==> src/rtl/compound_accumulator.sv <==
// rtl/compound_accumulator.sv - read/write accumulator with bias and a handshaked result port
package testbasic21_types;
  typedef enum logic {MODE_READ = 1'b0, MODE_WRITE = 1'b1} mode_t;

  typedef struct packed {
    mode_t              mode;
    logic signed [31:0] x;
    logic               y;
  } CompoundType;
endpackage

module compound_accumulator
  import testbasic21_types::*;
(
  input  logic               clk,
  input  logic               rst,
  input  CompoundType        b_in,
  input  logic               b_in_sync,
  output logic               b_in_notify,
  input  CompoundType        m_in,
  input  logic               m_in_sync,
  output logic signed [31:0] res_out,
  input  logic               res_out_sync,
  output logic               res_out_notify,
  output logic [15:0]        wr_count
);

  typedef enum logic {SECTION_GET, SECTION_SEND} section_t;

  section_t           r_section, w_section_n;
  logic signed [31:0] r_acc, w_acc_n;
  logic signed [31:0] r_bias, w_bias_n;
  logic signed [31:0] r_res, w_res_n;
  logic               r_res_notify, w_res_notify_n;
  logic               r_b_notify, w_b_notify_n;
  logic [15:0]        r_wr_count, w_wr_count_n;
  logic               w_accept;
  logic               w_unused_m;

  // Bias updates take only the payload; the remaining fields carry no meaning here.
  assign w_unused_m = ^{m_in.mode, m_in.y};

  assign w_accept = b_in_sync & r_b_notify;

  always_ff @(posedge clk or posedge rst) begin
    if (rst) begin
      r_section    <= SECTION_GET;
      r_acc        <= '0;
      r_bias       <= '0;
      r_res        <= '0;
      r_res_notify <= 1'b0;
      r_b_notify   <= 1'b1;
      r_wr_count   <= '0;
    end else begin
      r_section    <= w_section_n;
      r_acc        <= w_acc_n;
      r_bias       <= w_bias_n;
      r_res        <= w_res_n;
      r_res_notify <= w_res_notify_n;
      r_b_notify   <= w_b_notify_n;
      r_wr_count   <= w_wr_count_n;
    end
  end

  always_comb begin
    w_section_n    = r_section;
    w_acc_n        = r_acc;
    w_bias_n       = r_bias;
    w_res_n        = r_res;
    w_res_notify_n = r_res_notify;
    w_b_notify_n   = r_b_notify;
    w_wr_count_n   = r_wr_count;

    case (r_section)
      SECTION_GET: begin
        if (w_accept) begin
          if (b_in.mode == MODE_WRITE) begin
            w_acc_n = b_in.y ? b_in.x : r_acc + b_in.x;
            if (r_wr_count != 16'hFFFF) w_wr_count_n = r_wr_count + 16'd1;
          end else begin
            // Result sees the pre-edge acc and bias; clear-on-read acts afterwards.
            w_res_n        = r_acc + r_bias;
            w_res_notify_n = 1'b1;
            w_b_notify_n   = 1'b0;
            w_section_n    = SECTION_SEND;
            if (b_in.y) w_acc_n = '0;
          end
        end
      end
      SECTION_SEND: begin
        if (res_out_sync) begin
          w_res_notify_n = 1'b0;
          w_b_notify_n   = 1'b1;
          w_section_n    = SECTION_GET;
        end
      end
      default: w_section_n = SECTION_GET;
    endcase

    if (m_in_sync) w_bias_n = m_in.x;
  end

  assign b_in_notify    = r_b_notify;
  assign res_out        = r_res;
  assign res_out_notify = r_res_notify;
  assign wr_count       = r_wr_count;

endmodule

==> config.mk <==
export PLATFORM = sky130hd
export DESIGN_NAME = compound_accumulator
export DESIGN_NICKNAME = d
export VERILOG_FILES = /design/src/rtl/compound_accumulator.sv
export SDC_FILE = /design/constraint.sdc
export NUM_CORES = 1
export LEC_CHECK = 0
export CAP_MARGIN = 25
export CORE_MARGIN = 2
export CORE_UTILIZATION = 38
export CTS_CLUSTER_SIZE = 10
export DETAILED_ROUTE_END_ITERATION = 10
export SETUP_SLACK_MARGIN = 0.2
export SYNTH_ARGS = -nofsm -noshare
export SYNTH_HDL_FRONTEND = slang
export SYNTH_SLANG_ARGS = --single-unit
==> constraint.sdc <==
create_clock -name clk -period 4.9 [get_ports clk]
set_input_delay 0.98 -clock clk [delete_from_list [all_inputs] [get_ports clk]]
set_output_delay 0.98 -clock clk [all_outputs]
set_load 0.01 [all_outputs]
==> run_results.csv, run 1 <==
group,metric,value,unit
pwr,power_density,574,mW/mm^2
global_routing,antenna_found_initial,0,
final_layout,mostFrequentLayoutCell,"clkdlybuf4s50_1",
final_layout,nets,1088,
global_routing,grt_pass1_wl,32.7,mm
worst_setup_path,cp.arrival,3.85,ns
hold_path,worstHoldStart,"b_in_notify$_DFFE_PP1P_",
final_layout,fin_area,0.00982,sq mm
global_routing,gr-usage-all-layers,0.189,
global_routing,overflow,0,
synthesis,yosysTopAreaCellShare,0.369,
hold_path,min_path_type,"reg -> reg",
clock_network,cts_max_path_buffers,2,
synthesis,ys_seq_area_frac,0.372,
sta,min_period,3.56,ns
worst_setup_path,cp_slowest_stage_delay,0.43,ns
place,place.gp.congestion,0.880,
clock_network,clkTransAtPathRegs,0.05,ns
clock_network,cts_tree,"built",
final_layout,area_growth_syn_to_layout,26.9,%
sta,tightest_slew,0.951,ns
sta,skew,0.00778,ns
floorplanning,core_area,0.0201,sq mm
place,port_buffers,120,
worst_setup_path,start_kind,"input pin",
synthesis,synth_cell_types,69,
synthesis,synthesis.area,0.00773,sq mm
clock_network,cts_made_buffers,17,
final_layout,final_util,0.488,
place,pre_cts_ws,0.919,ns
sta,slew_headroom,0.366,
sta,period_share,0.726,
synthesis,synth_edf_count,0,
floorplanning,start_util,0.385,
run,cap_viol_max_count,0,
detailed_routing,drt-wirelength-per-cell,16.0,um
pwr,vdd_drop_max,276,uV
final_layout,drive_above_1_share,0.101,
pwr,leakage,4.27,nW
synthesis,syn_nets,978,
clock_network,htreeDepth,4,
sta,hold_violations,0,
clock_network,clk_latency,0.42,ns
worst_setup_path,cp_max_fo,5,
outcome,status,"completed",
worst_setup_path,critPathTopFamily,"compound AO/OA/AOI/OAI gates",
worst_setup_path,crit_start,"b_in[1]",
detailed_routing,drcViolationCount,0,
final_layout,layout_common_cells,"clkdlybuf4s50_1 (119), dfrtp_1 (114), nand2_1 (97)",
floorplanning,dieArea,0.0215,sq mm
worst_setup_path,crit_path_end_kind,"flip-flop",
worst_setup_path,crit_type,"in -> reg",
sta,max_freq,281,MHz
clock_network,cts-root-buf,"clkbuf_16",
final_layout,antenna_cells,0,
synthesis,async_flop_share,1.00,
synthesis,yosysTopAreaCell,"dfrtp_1",
worst_setup_path,r2r-start,"r_acc[4]$_DFFE_PP0P_",
clock_network,postCtsHoldBufs,0,
floorplanning,ios,123,
detailed_routing,dr.pass1.iters,5,
sta,rsz0062_at_grt,"false",
global_routing,grt_max_degree,75,
detailed_routing,drtIter0Drc,346,
final_layout,fill_cells,1921,
synthesis,synth.ff_latch_count,115,
synthesis,ys_warn_count,0,
clock_network,postCtsSetupBuffers,0,
detailed_routing,drtAntennaViolNets,0,
worst_setup_path,path_buf_inv,1,
detailed_routing,wl,19.8,mm
sta,finalSetupViolCount,0,
sta,slew_violations,0,
sta,setup_tns,0,ns
synthesis,avgSynthCellArea,9.21,sq um
synthesis,syn_inst,840,
floorplanning,chipWidth,147,um
place,hpwlAfterDp,14.9,mm
worst_setup_path,critical_path.cell_chain,"clkdlybuf4s50_1, ha_1, fa_1, a21o_1, a31oi_1, o211ai_1, o211ai_1, o21ai_1, a31oi_1, o21ai_0, mux2i_1, nand2_1",
global_routing,grt_pass1_vias,6245,
floorplanning,fp.dieH,147,um
clock_network,cts_sinks,115,
worst_setup_path,crit_slowest_cell,"clkdlybuf4s50_1",
detailed_routing,routed_via_density,5.29,
synthesis,ys.flop_type,"dfrtp_1",
place,postPlaceCellArea,0.00919,sq mm
floorplanning,rows,52,
detailed_routing,num_vias,6517,
synthesis,ys_top_cells_by_area,"dfrtp_1 (37%), ha_1 (10%), o21ai_0 (5.8%), mux2_2 (5.2%), nand2_1 (4.7%)",
sta,setup_slack,1.34,ns
pwr,total_power,5.63,mW
worst_setup_path,crit_required,5.20,ns
clock_network,cts_resized,0,
area by class of cell:
type | count | area, sq um | area share
Multi-Input combinational cell | 674 | 4670 | 0.475
Timing Repair Buffer | 126 | 1270 | 0.130
Clock inverter | 12 | 131 | 0.0134
Tap cell | 270 | 338 | 0.0344
Sequential cell | 115 | 2880 | 0.293
Inverter | 16 | 62.6 | 0.00637
Clock buffer | 20 | 467 | 0.0475
tightest hold or removal path, cell delays in order, from the launching register on:
cell and delay, ns:
dfstp_2 0.37, nand2_1 0.05, nand2_1 0.05
metal layers:
| metal | part of all wire | global-route usage | vias up |
|---|---|---|---|
| met5 | 0 | 0 | - |
| met2 | 0.44 | 0.288 | 118 |
| met1 | 0.51 | 0.283 | 3074 |
| met4 | 0.010 | 0.0456 | 0 |
| met3 | 0.035 | 0.0297 | 16 |
| li1 | - | - | 3309 |
cell usage after synthesis, types with 10 or more instances:
cell type	instances
dfrtp_1	114
nand2_1	97
o21ai_0	89
a21oi_1	67
ha_1	63
nor2_1	49
mux2_2	36
xnor2_1	34
xor2_1	33
clkbuf_1	26
nand3_1	19
a21o_1	18
inv_1	16
nand4_1	12
nor3_1	12
o21a_1	12
a32oi_1	10
and3_1	10
o211ai_1	10
sequential cells by signal, indices dropped and copies added (netlist names):
register        flops
b_in_notify         1
r_acc              32
r_bias             32
r_section           1
res_out            32
res_out_notify      1
wr_count           16
kinds of logic after synthesis:
group,count (synthesis),synth area share
compound gates,267,0.216
simple gates,233,0.143
flops,115,0.372
xor+xnor,67,0.0759
fa+ha+maj,65,0.107
buf+inv,51,0.0262
mux,42,0.0602
through the flow:
| step | hold WS [ns] | std cells |
|---|---|---|
| detailed placement | 0.465 | 1200 |
| global placement | 0.460 | 1200 |
| global route | 0.486 | 1233 |
| finish | 0.470 | 1233 |
| CTS | 0.476 | 1232 |
| floorplan | 0.471 | 840 |
final timing paths:
| kind | end | slack [ns] | cells past startpoint |
|---|---|---|---|
| worst max register to register | res_out[27]$_DFFE_PP0P_ | 1.92 | 10 |
| min in group asynchronous | r_bias[26]$_DFFE_PP0P_ | 0.77 | 2 |
| max in group asynchronous | r_bias[10]$_DFFE_PP0P_ | 3.32 | 4 |
| worst min-delay path | b_in_notify$_DFFE_PP1P_ | 0.47 | 2 |
| worst min register to register | b_in_notify$_DFFE_PP1P_ | 0.47 | 2 |
| worst max-delay path | r_acc[30]$_DFFE_PP0P_ | 1.34 | 12 |
power breakdown:
group / internal, mW / switching (mW)
Clock: 0.786 / 0.460
Sequential: 1.24 / 0.275
Combinational: 1.33 / 1.54
Total: 3.36 / 2.27
No activity file was read; power rests on OpenSTA's default activity.
==> inputs of run 2 (changes only) <==
==> constraint.sdc (replaced) <==
create_clock -name clk -period 3.7 [get_ports clk]
set_input_delay 0.74 -clock clk [delete_from_list [all_inputs] [get_ports clk]]
set_output_delay 0.74 -clock clk [all_outputs]
set_load 0.01 [all_outputs]
==> run 2 against run 1 <==
  * Critical path depth unchanged
  * Clock skew increased by 0.0036 ns
  * Final area increased by 0.13%
  * Largest power group unchanged
  * Highest routed layer unchanged
==> run_results.csv, run 2 (same netlist as run 1, synthesis figures left out) <==
group,metric,value,unit
final_layout,area_growth_syn_to_layout,27.1,%
final_layout,drive_above_1_share,0.104,
clock_network,postCtsHoldBufs,0,
clock_network,postCtsSetupBuffers,0,
detailed_routing,drt-wirelength-per-cell,15.8,um
global_routing,grt_pass1_vias,6163,
sta,tightest_slew,0.958,ns
pwr,power_density,757,mW/mm^2
sta,slew_headroom,0.359,
worst_setup_path,crit_path_end_kind,"flip-flop",
sta,skew,0.0114,ns
floorplanning,ios,123,
worst_setup_path,cp_max_fo,3,
final_layout,nets,1093,
clock_network,clk_latency,0.42,ns
clock_network,htreeDepth,4,
pwr,leakage,4.30,nW
worst_setup_path,crit_required,4.00,ns
final_layout,fin_area,0.00983,sq mm
worst_setup_path,crit_slowest_cell,"clkdlybuf4s50_1",
place,hpwlAfterDp,15.0,mm
detailed_routing,wl,19.6,mm
clock_network,cts_sinks,115,
detailed_routing,dr.pass1.iters,4,
sta,rsz0062_at_grt,"false",
global_routing,gr-usage-all-layers,0.186,
worst_setup_path,crit_top_cell,"o211ai_1",
floorplanning,core_area,0.0201,sq mm
hold_path,hold_depth,2,
sta,finalSetupViolCount,0,
clock_network,cts_resized,0,
place,place.gp.congestion,0.914,
final_layout,layout.cells.non_filler,1239,
place,postPlaceCellArea,0.00925,sq mm
worst_setup_path,crit_type,"in -> reg",
worst_setup_path,r2r_cells,10,
place,port_buffers,120,
outcome,status,"completed",
place,place_inst,1206,
sta,hold_violations,0,
sta,min_period,3.18,ns
worst_setup_path,cp_slowest_stage_delay,0.43,ns
floorplanning,start_util,0.385,
hold_path,min_path_type,"reg -> reg",
sta,period_share,0.859,
detailed_routing,routed_via_density,5.30,
global_routing,antenna_found_initial,1,
sta,setup_tns,0,ns
floorplanning,rows,52,
worst_setup_path,start_kind,"input pin",
floorplanning,fp.dieH,147,um
global_routing,grt_max_degree,65,
detailed_routing,drtAntennaViolNets,0,
clock_network,clkTransAtPathRegs,0.05,ns
final_layout,mostFrequentLayoutCell,"clkdlybuf4s50_1",
floorplanning,dieArea,0.0215,sq mm
detailed_routing,num_vias,6566,
global_routing,grt_pass1_wl,31.9,mm
sta,slew_violations,0,
floorplanning,chipWidth,147,um
clock_network,cts_made_buffers,17,
final_layout,layout_common_cells,"clkdlybuf4s50_1 (119), dfrtp_1 (114), nand2_1 (97)",
clock_network,cts_max_path_buffers,2,
detailed_routing,drtIter0Drc,423,
pwr,vdd_drop_max,370,uV
clock_network,cts_tree,"built",
clock_network,cts-root-buf,"clkbuf_16",
sta,max_freq,315,MHz
global_routing,overflow,0,
worst_setup_path,critical_path.cell_chain,"clkdlybuf4s50_1, ha_1, fa_1, a21o_1, a31oi_1, o211ai_1, o211ai_1, o21ai_1, a31oi_2, xor2_1, o21ai_0, a22o_1",
run,cap_viol_max_count,0,
detailed_routing,drcViolationCount,0,
worst_setup_path,cp.arrival,3.48,ns
## run 2: cell count changes in the layout (fill, tap and decap cells not counted), moves of 2 or more
cell / change
buf_4: +5
clkinv_2: +5
clkinvlp_4: -4
clkbuf_1: +2
## run 2: final timing paths
path | startpoint | endpoint | slack, ns
worst min register to register | b_in_notify$_DFFE_PP1P_ | b_in_notify$_DFFE_PP1P_ | 0.47
max in group asynchronous | rst | b_in_notify$_DFFE_PP1P_ | 2.11
worst min-delay path | b_in_notify$_DFFE_PP1P_ | b_in_notify$_DFFE_PP1P_ | 0.47
worst max-delay path | b_in[1] | r_acc[26]$_DFFE_PP0P_ | 0.52
min in group asynchronous | rst | wr_count[7]$_DFFE_PP0P_ | 0.86
worst max register to register | r_acc[12]$_DFFE_PP0P_ | res_out[27]$_DFFE_PP0P_ | 0.77
## run 2: final cells by class
class / instances / area [sq um]
clock buffers: 21 / 460
inverters: 16 / 63.8
well taps: 270 / 338
diodes: 1 / 2.50
flip-flops and latches: 115 / 2880
fillers: 1929 / 10300
clock inverters: 11 / 110
repair buffers: 131 / 1300
multi-input cells: 674 / 4670
## run 2: power by group
part / internal [mW] / switching (mW)
logic: 1.79 / 2.04
clock network: 1.02 / 0.586
registers: 1.64 / 0.362
## run 2: per-layer routing
metal  vias up  track usage  part of all wire
li1       3308            -                 -
met1      3109        0.270              0.51
met2       125        0.280              0.44
met3        24       0.0338             0.030
met4         0       0.0607             0.015
met5         -            0                 0
## run 2: worst max-delay path: cells and delay by family
kind	cells	cell delay [ns]
compound gates	8	1.51
xor+xnor	1	0.17
fa+ha+maj	2	0.63
buf+inv	1	0.43
## run 2: metrics by stage
step	util	total power, mW	hold WS [ns]	setup slack [ns]
2_1_floorplan	-	4.61	0.471	0.761
3_3_place_gp	0.460	5.77	0.456	0.110
3_5_place_dp	0.460	5.81	0.458	0.0788
4_1_cts	0.488	7.45	0.467	0.463
5_1_grt	0.489	8.03	0.487	0.251
6_report	0.489	7.44	0.468	0.523
==> inputs of run 3 (changes only) <==
--- a/config.mk
+++ b/config.mk
@@ -7,9 +7,10 @@
 export LEC_CHECK = 0
 export CAP_MARGIN = 25
 export CORE_MARGIN = 2
-export CORE_UTILIZATION = 38
+export CORE_UTILIZATION = 34
 export CTS_CLUSTER_SIZE = 10
 export DETAILED_ROUTE_END_ITERATION = 10
+export PLACE_DENSITY_LB_ADDON = 0.3
 export SETUP_SLACK_MARGIN = 0.2
 export SYNTH_ARGS = -nofsm -noshare
 export SYNTH_HDL_FRONTEND = slang
==> run 3 against run 2 <==
  * Global-route usage is 1.4 points lower
  * Final area rose by 1.5%
  * Non-clock buffer count increased by 4
  * Final cell count rose by 1.3%
  * Fmax down 4.4%
  * Critical path depth unchanged
  * Via count is 0.75% lower
  * Clock power up 22%
  * Highest routed layer unchanged
==> run_results.csv, run 3 (same netlist as run 1, synthesis figures left out) <==
group,metric,value,unit
worst_setup_path,crit_path_end_kind,"flip-flop",
place,pre_cts_ws,-0.0482,ns
global_routing,antenna_found_initial,0,
worst_setup_path,crit_slowest_cell,"clkdlybuf4s50_1",
floorplanning,core_area,0.0225,sq mm
sta,fin_hold_ws,0.468,ns
final_layout,fill_cells,2178,
clock_network,cts_sinks,115,
worst_setup_path,critical_path.cell_chain,"clkdlybuf4s50_1, ha_1, fa_1, a21o_1, a31oi_1, o211ai_1, o211ai_1, o21ai_1, a31oi_1, xor2_1, o21ai_0, a22o_1",
floorplanning,fp.dieH,155,um
final_layout,antenna_cells,0,
sta,min_period,3.32,ns
detailed_routing,drtIter0Drc,468,
hold_path,min_path_type,"reg -> reg",
final_layout,final_util,0.443,
sta,finalSetupViolCount,0,
final_layout,layout_common_cells,"clkdlybuf4s50_1 (119), dfrtp_1 (114), nand2_1 (97)",
clock_network,postCtsSetupBuffers,0,
detailed_routing,wl,20.4,mm
worst_setup_path,cp.arrival,3.62,ns
clock_network,htreeDepth,4,
global_routing,overflow,0,
worst_setup_path,crit_start,"b_in[1]",
floorplanning,chipWidth,155,um
pwr,vdd_drop_max,263,uV
worst_setup_path,r2r-start,"r_acc[0]$_DFFE_PP0P_",
clock_network,cts_tree,"built",
final_layout,nets,1097,
floorplanning,start_util,0.344,
clock_network,clk_latency,0.42,ns
global_routing,grt_pass1_vias,6081,
final_layout,fin_area,0.00997,sq mm
worst_setup_path,cp_max_fo,5,
place,place.gp.congestion,0.882,
sta,rsz0062_at_grt,"false",
detailed_routing,dr.pass1.iters,5,
floorplanning,ios,123,
sta,period_share,0.898,
clock_network,cts-root-buf,"clkbuf_16",
sta,slew_headroom,0.366,
worst_setup_path,crit_required,4.00,ns
clock_network,cts_max_path_buffers,2,
outcome,status,"completed",
worst_setup_path,path_buf_inv,1,
worst_setup_path,critPathTopFamily,"compound AO/OA/AOI/OAI gates",
worst_setup_path,start_kind,"input pin",
sta,setup_slack,0.376,ns
place,port_buffers,120,
detailed_routing,drtAntennaViolNets,0,
global_routing,gr-usage-all-layers,0.172,
global_routing,grt_pass1_wl,32.4,mm
floorplanning,dieArea,0.0240,sq mm
final_layout,drive_above_1_share,0.107,
place,postPlaceCellArea,0.00928,sq mm
detailed_routing,num_vias,6517,
sta,max_freq,301,MHz
final_layout,layout.cells.non_filler,1255,
clock_network,cts_made_buffers,17,
floorplanning,rows,55,
sta,hold_violations,0,
place,hpwlAfterDp,15.7,mm
final_layout,mostFrequentLayoutCell,"clkdlybuf4s50_1",
sta,slew_violations,0,
worst_setup_path,crit_type,"in -> reg",
detailed_routing,routed_via_density,5.19,
detailed_routing,drcViolationCount,0,
sta,skew,0.0120,ns
place,place_inst,1225,
sta,tightest_slew,0.952,ns
hold_path,worstHoldStart,"b_in_notify$_DFFE_PP1P_",
pwr,leakage,4.36,nW
final_layout,area_growth_syn_to_layout,28.9,%
worst_setup_path,cp_slowest_stage_delay,0.42,ns
global_routing,grt_max_degree,65,
detailed_routing,drt-wirelength-per-cell,16.3,um
clock_network,clkTransAtPathRegs,0.06,ns
run,cap_viol_max_count,0,
pwr,power_density,785,mW/mm^2
[run 3: stage by stage]
| stage | total power, mW | setup TNS [ns] |
|---|---|---|
| global placement | 5.81 | -0.0681 |
| global route | 8.42 | 0 |
| floorplan | 4.61 | 0 |
| detailed placement | 5.86 | -0.0482 |
| finish | 7.83 | 0 |
| CTS | 7.86 | 0 |
[run 3: worst register-to-register path, delay by kind of cell (launching register included)]
family	cells	cell delay (ns)
DFF	1	0.40
xor gates and xnor gates	1	0.17
adders and majority gates	2	0.63
AOI/OAI and AO/OA	8	1.65
[run 3: layout make-up]
type / instances / area (sq um) / area share
multi-input cells: 674 / 4660 / 0.467
clock buffers: 20 / 467 / 0.0468
well taps: 285 / 357 / 0.0358
repair buffers: 135 / 1320 / 0.132
flip-flops and latches: 115 / 2880 / 0.289
clock inverters: 10 / 228 / 0.0228
inverters: 16 / 63.8 / 0.00640
[run 3: power by group]
part / switching [mW] / leakage [nW] / internal [mW]
combinational: 2.05 / 2.59 / 1.80
sequential: 0.367 / 1.44 / 1.64
clock: 0.585 / 0.338 / 1.37
total: 3.01 / 4.36 / 4.82
[run 3: path summary, 6_finish.rpt]
kind | to | slack, ns | cells after the start
max reg2reg | r_acc[26]$_DFFE_PP0P_ | 0.74 | 11
min | b_in_notify$_DFFE_PP1P_ | 0.47 | 2
min reg2reg | b_in_notify$_DFFE_PP1P_ | 0.47 | 2
max in group asynchronous | b_in_notify$_DFFE_PP1P_ | 2.08 | 3
min in group asynchronous | wr_count[7]$_DFFE_PP0P_ | 0.74 | 2
max | r_acc[26]$_DFFE_PP0P_ | 0.38 | 12
[run 3: layer usage]
metal | part of all wire | track usage
met1 | 0.51 | 0.255
met2 | 0.44 | 0.256
met3 | 0.036 | 0.0294
met4 | 0.014 | 0.0485
met5 | 0 | 0
[run 3: what timing repair did]
item	CTS	global route
hold buffers	0	0
setup endpoints to repair	0	1
resized for setup	0	0
==> patch, RTL diff (config.mk and constraints of run 2) <==
Put one more register stage on the output `wr_count`, without a reset. The value now appears one clock later. The other outputs are not delayed to match.
--- a/src/rtl/compound_accumulator.sv
+++ b/src/rtl/compound_accumulator.sv
@@ -103,7 +103,9 @@
   assign b_in_notify    = r_b_notify;
   assign res_out        = r_res;
   assign res_out_notify = r_res_notify;
-  assign wr_count       = r_wr_count;
+  always_ff @(posedge clk) begin
+    wr_count <= r_wr_count;
+  end
 
 endmodule
 
Formal check against the unedited RTL: not equivalent (Yosys sat finds a counterexample within 4 cycles, from zero or initial values and one cycle with rst high).
==> patch against run 2 <==
Synthesized cell count decreased by 2.4%. Sequential cell count increased by 16. Synthesized area increased by 1.6%. Final area increased by 2.3%. Power increased by 3.4%. Setup slack got worse by 77 ps. Clock power increased by 6%. Clock skew about the same. Wire length decreased by 1.9%. Critical path type unchanged. Largest cell class unchanged.
==> patch: results (changes against run 2) <==
YS warnings 0 (unchanged); Bufs on Longest Clock Path 2 (unchanged); Clock Pin Slew Worst Setup and Hold Paths 50 ps (about the same); ys flop type dfrtp_1 (unchanged); worst-path fanout max 5 (was 3); number of buffers created by CTS 17 (unchanged); ys async rst share 87.8% (was 100%); Synth top cells by count dfrtp_1, nand2_1, o21ai_0 (unchanged); 1st-iter DRT viols 405 (was 423); layout cells sized above 1 10.5% (was 10.4%); htree depth 4 (unchanged); status finished clean (unchanged); initial antenna violation count 0 (was 1); DR WL met2 8.45 mm (was 8.64 mm); wire length on met1 9.51 mm (was 10.1 mm); WL/cell 15.6 um (was 15.8 um); final worst slack 446 ps (was 523 ps); met3 WL 1.09 mm (was 593 um); fin nets 1,088 (was 1,093); core area 20,200 sq um (was 20,100 sq um); Max-slew headroom 35.2% (was 35.9%); port buffer count 120 (unchanged); FF-to-FF setup slack 520 ps (was 770 ps); Clock Skew 11.3 ps (was 11.4 ps); Synth cell types 60 (was 69); HP Class reg -> reg (unchanged); first-pass GRT wire length 32.1 mm (was 31.9 mm); top post-synthesis cells by area dfrtp_1, ha_1, o21ai_0, mux2_2, nand2_1 (unchanged); setup slack at placement -49.4 ps (was 78.8 ps); routed vias 6,284 (was 6,566); CTS root buf clkbuf_16 (unchanged); # diodes 0 (was 1); DR pass1 iterations 4 (unchanged); sequential area share after synthesis 40.7% (was 37.2%); largest net degree at the start of global routing 116 (was 65); uppermost layer routed met4 (unchanged); dpl hpwl 14.5 mm (was 15.0 mm); clk_lat worst skew 420 ps (about the same); P_leak 4.51 nW (was 4.30 nW); Max VDD drop 0.000372 V (was 0.000370 V); syn nets 958 (was 978); WP data arrival 3580 ps (was 3480 ps); GRT Overall Usage 18.4% (was 18.6%); Final Wtd Congestion 0.919 (was 0.914)
==> patch: cells by family (layout without fill, tap and decap cells) <==
logic type               after synthesis  after routing  share of synthesized area (%)
AO/OA/AOI/OAI                        255            255                           21.0
AND/OR/NAND/NOR                      215            215                           12.3
flip-flops                           131            131                           40.7
XOR/XNOR                              70             70                           7.81
adder cells (fa/ha/maj)               65             65                           10.5
buffers and inverters                 46            189                           2.20
multiplexers                          38             38                           5.40
==> patch: power by group <==
group	internal, W	total (W)	switching [W]
clock network	0.00108	0.00170	0.000621
registers	0.00184	0.00219	0.000348
logic	0.00185	0.00380	0.00195
total	0.00477	0.00769	0.00292
==> patch: path summary, 6_finish.rpt <==
| check | start | end | depth (start not counted) |
|---|---|---|---|
| max reg2reg | r_acc[0] | res_out[26] | 11 |
| min reg2reg | r_wr_count[15] | wr_count[15] | 0 |
| max in group asynchronous | rst | res_out[19] | 3 |
| max | b_in[5] | r_acc[17] | 12 |
| min | r_wr_count[15] | wr_count[15] | 0 |
| min in group asynchronous | rst | res_out[2] | 3 |
==> patch: routing by layer <==
layer	vias up	global-route usage (%)
met1	2901	25.8
met2	131	27.8
met5	-	0
li1	3239	-
met3	13	5.15
met4	0	5.63
==> patch: timing repair <==
action | CTS | global route
setup endpoints to repair | 0 | 1
gates resized for setup | 0 | 1
buffers inserted | 0 | 0
==> patch: through the flow <==
stage	instance area (sq um)	cells	hold slack (ps)	utilization [%]	TNS, ps
after detailed placement	9470	1201	362	46.8	-86.0
after CTS	10100	1233	384	49.7	0
final	10100	1233	382	49.7	0
after global placement	9470	1201	360	46.8	-56.3
after floorplan	7860	820	347	-	0
after global routing	10100	1233	392	49.7	0
==> patch: area by class of cell <==
cell class,instances,area [sq um]
Tap cell,270,338
Fill cell,1958,10200
Timing Repair Buffer,143,1390
Clock inverter,9,131
Multi-Input combinational cell,643,4490
Inverter,14,56.3
Clock buffer,23,458
Sequential cell,131,3200
==> patch: critical path, cell delays in order <==
cell	delay, ps
clkdlybuf4s50_1	450
ha_1	380
a21o_1	190
a31oi_1	190
a21boi_1	120
a211o_1	340
buf_4	180
a21o_1	170
a21oi_1	210
o21ai_0	250
xnor2_1	190
o21ai_0	160
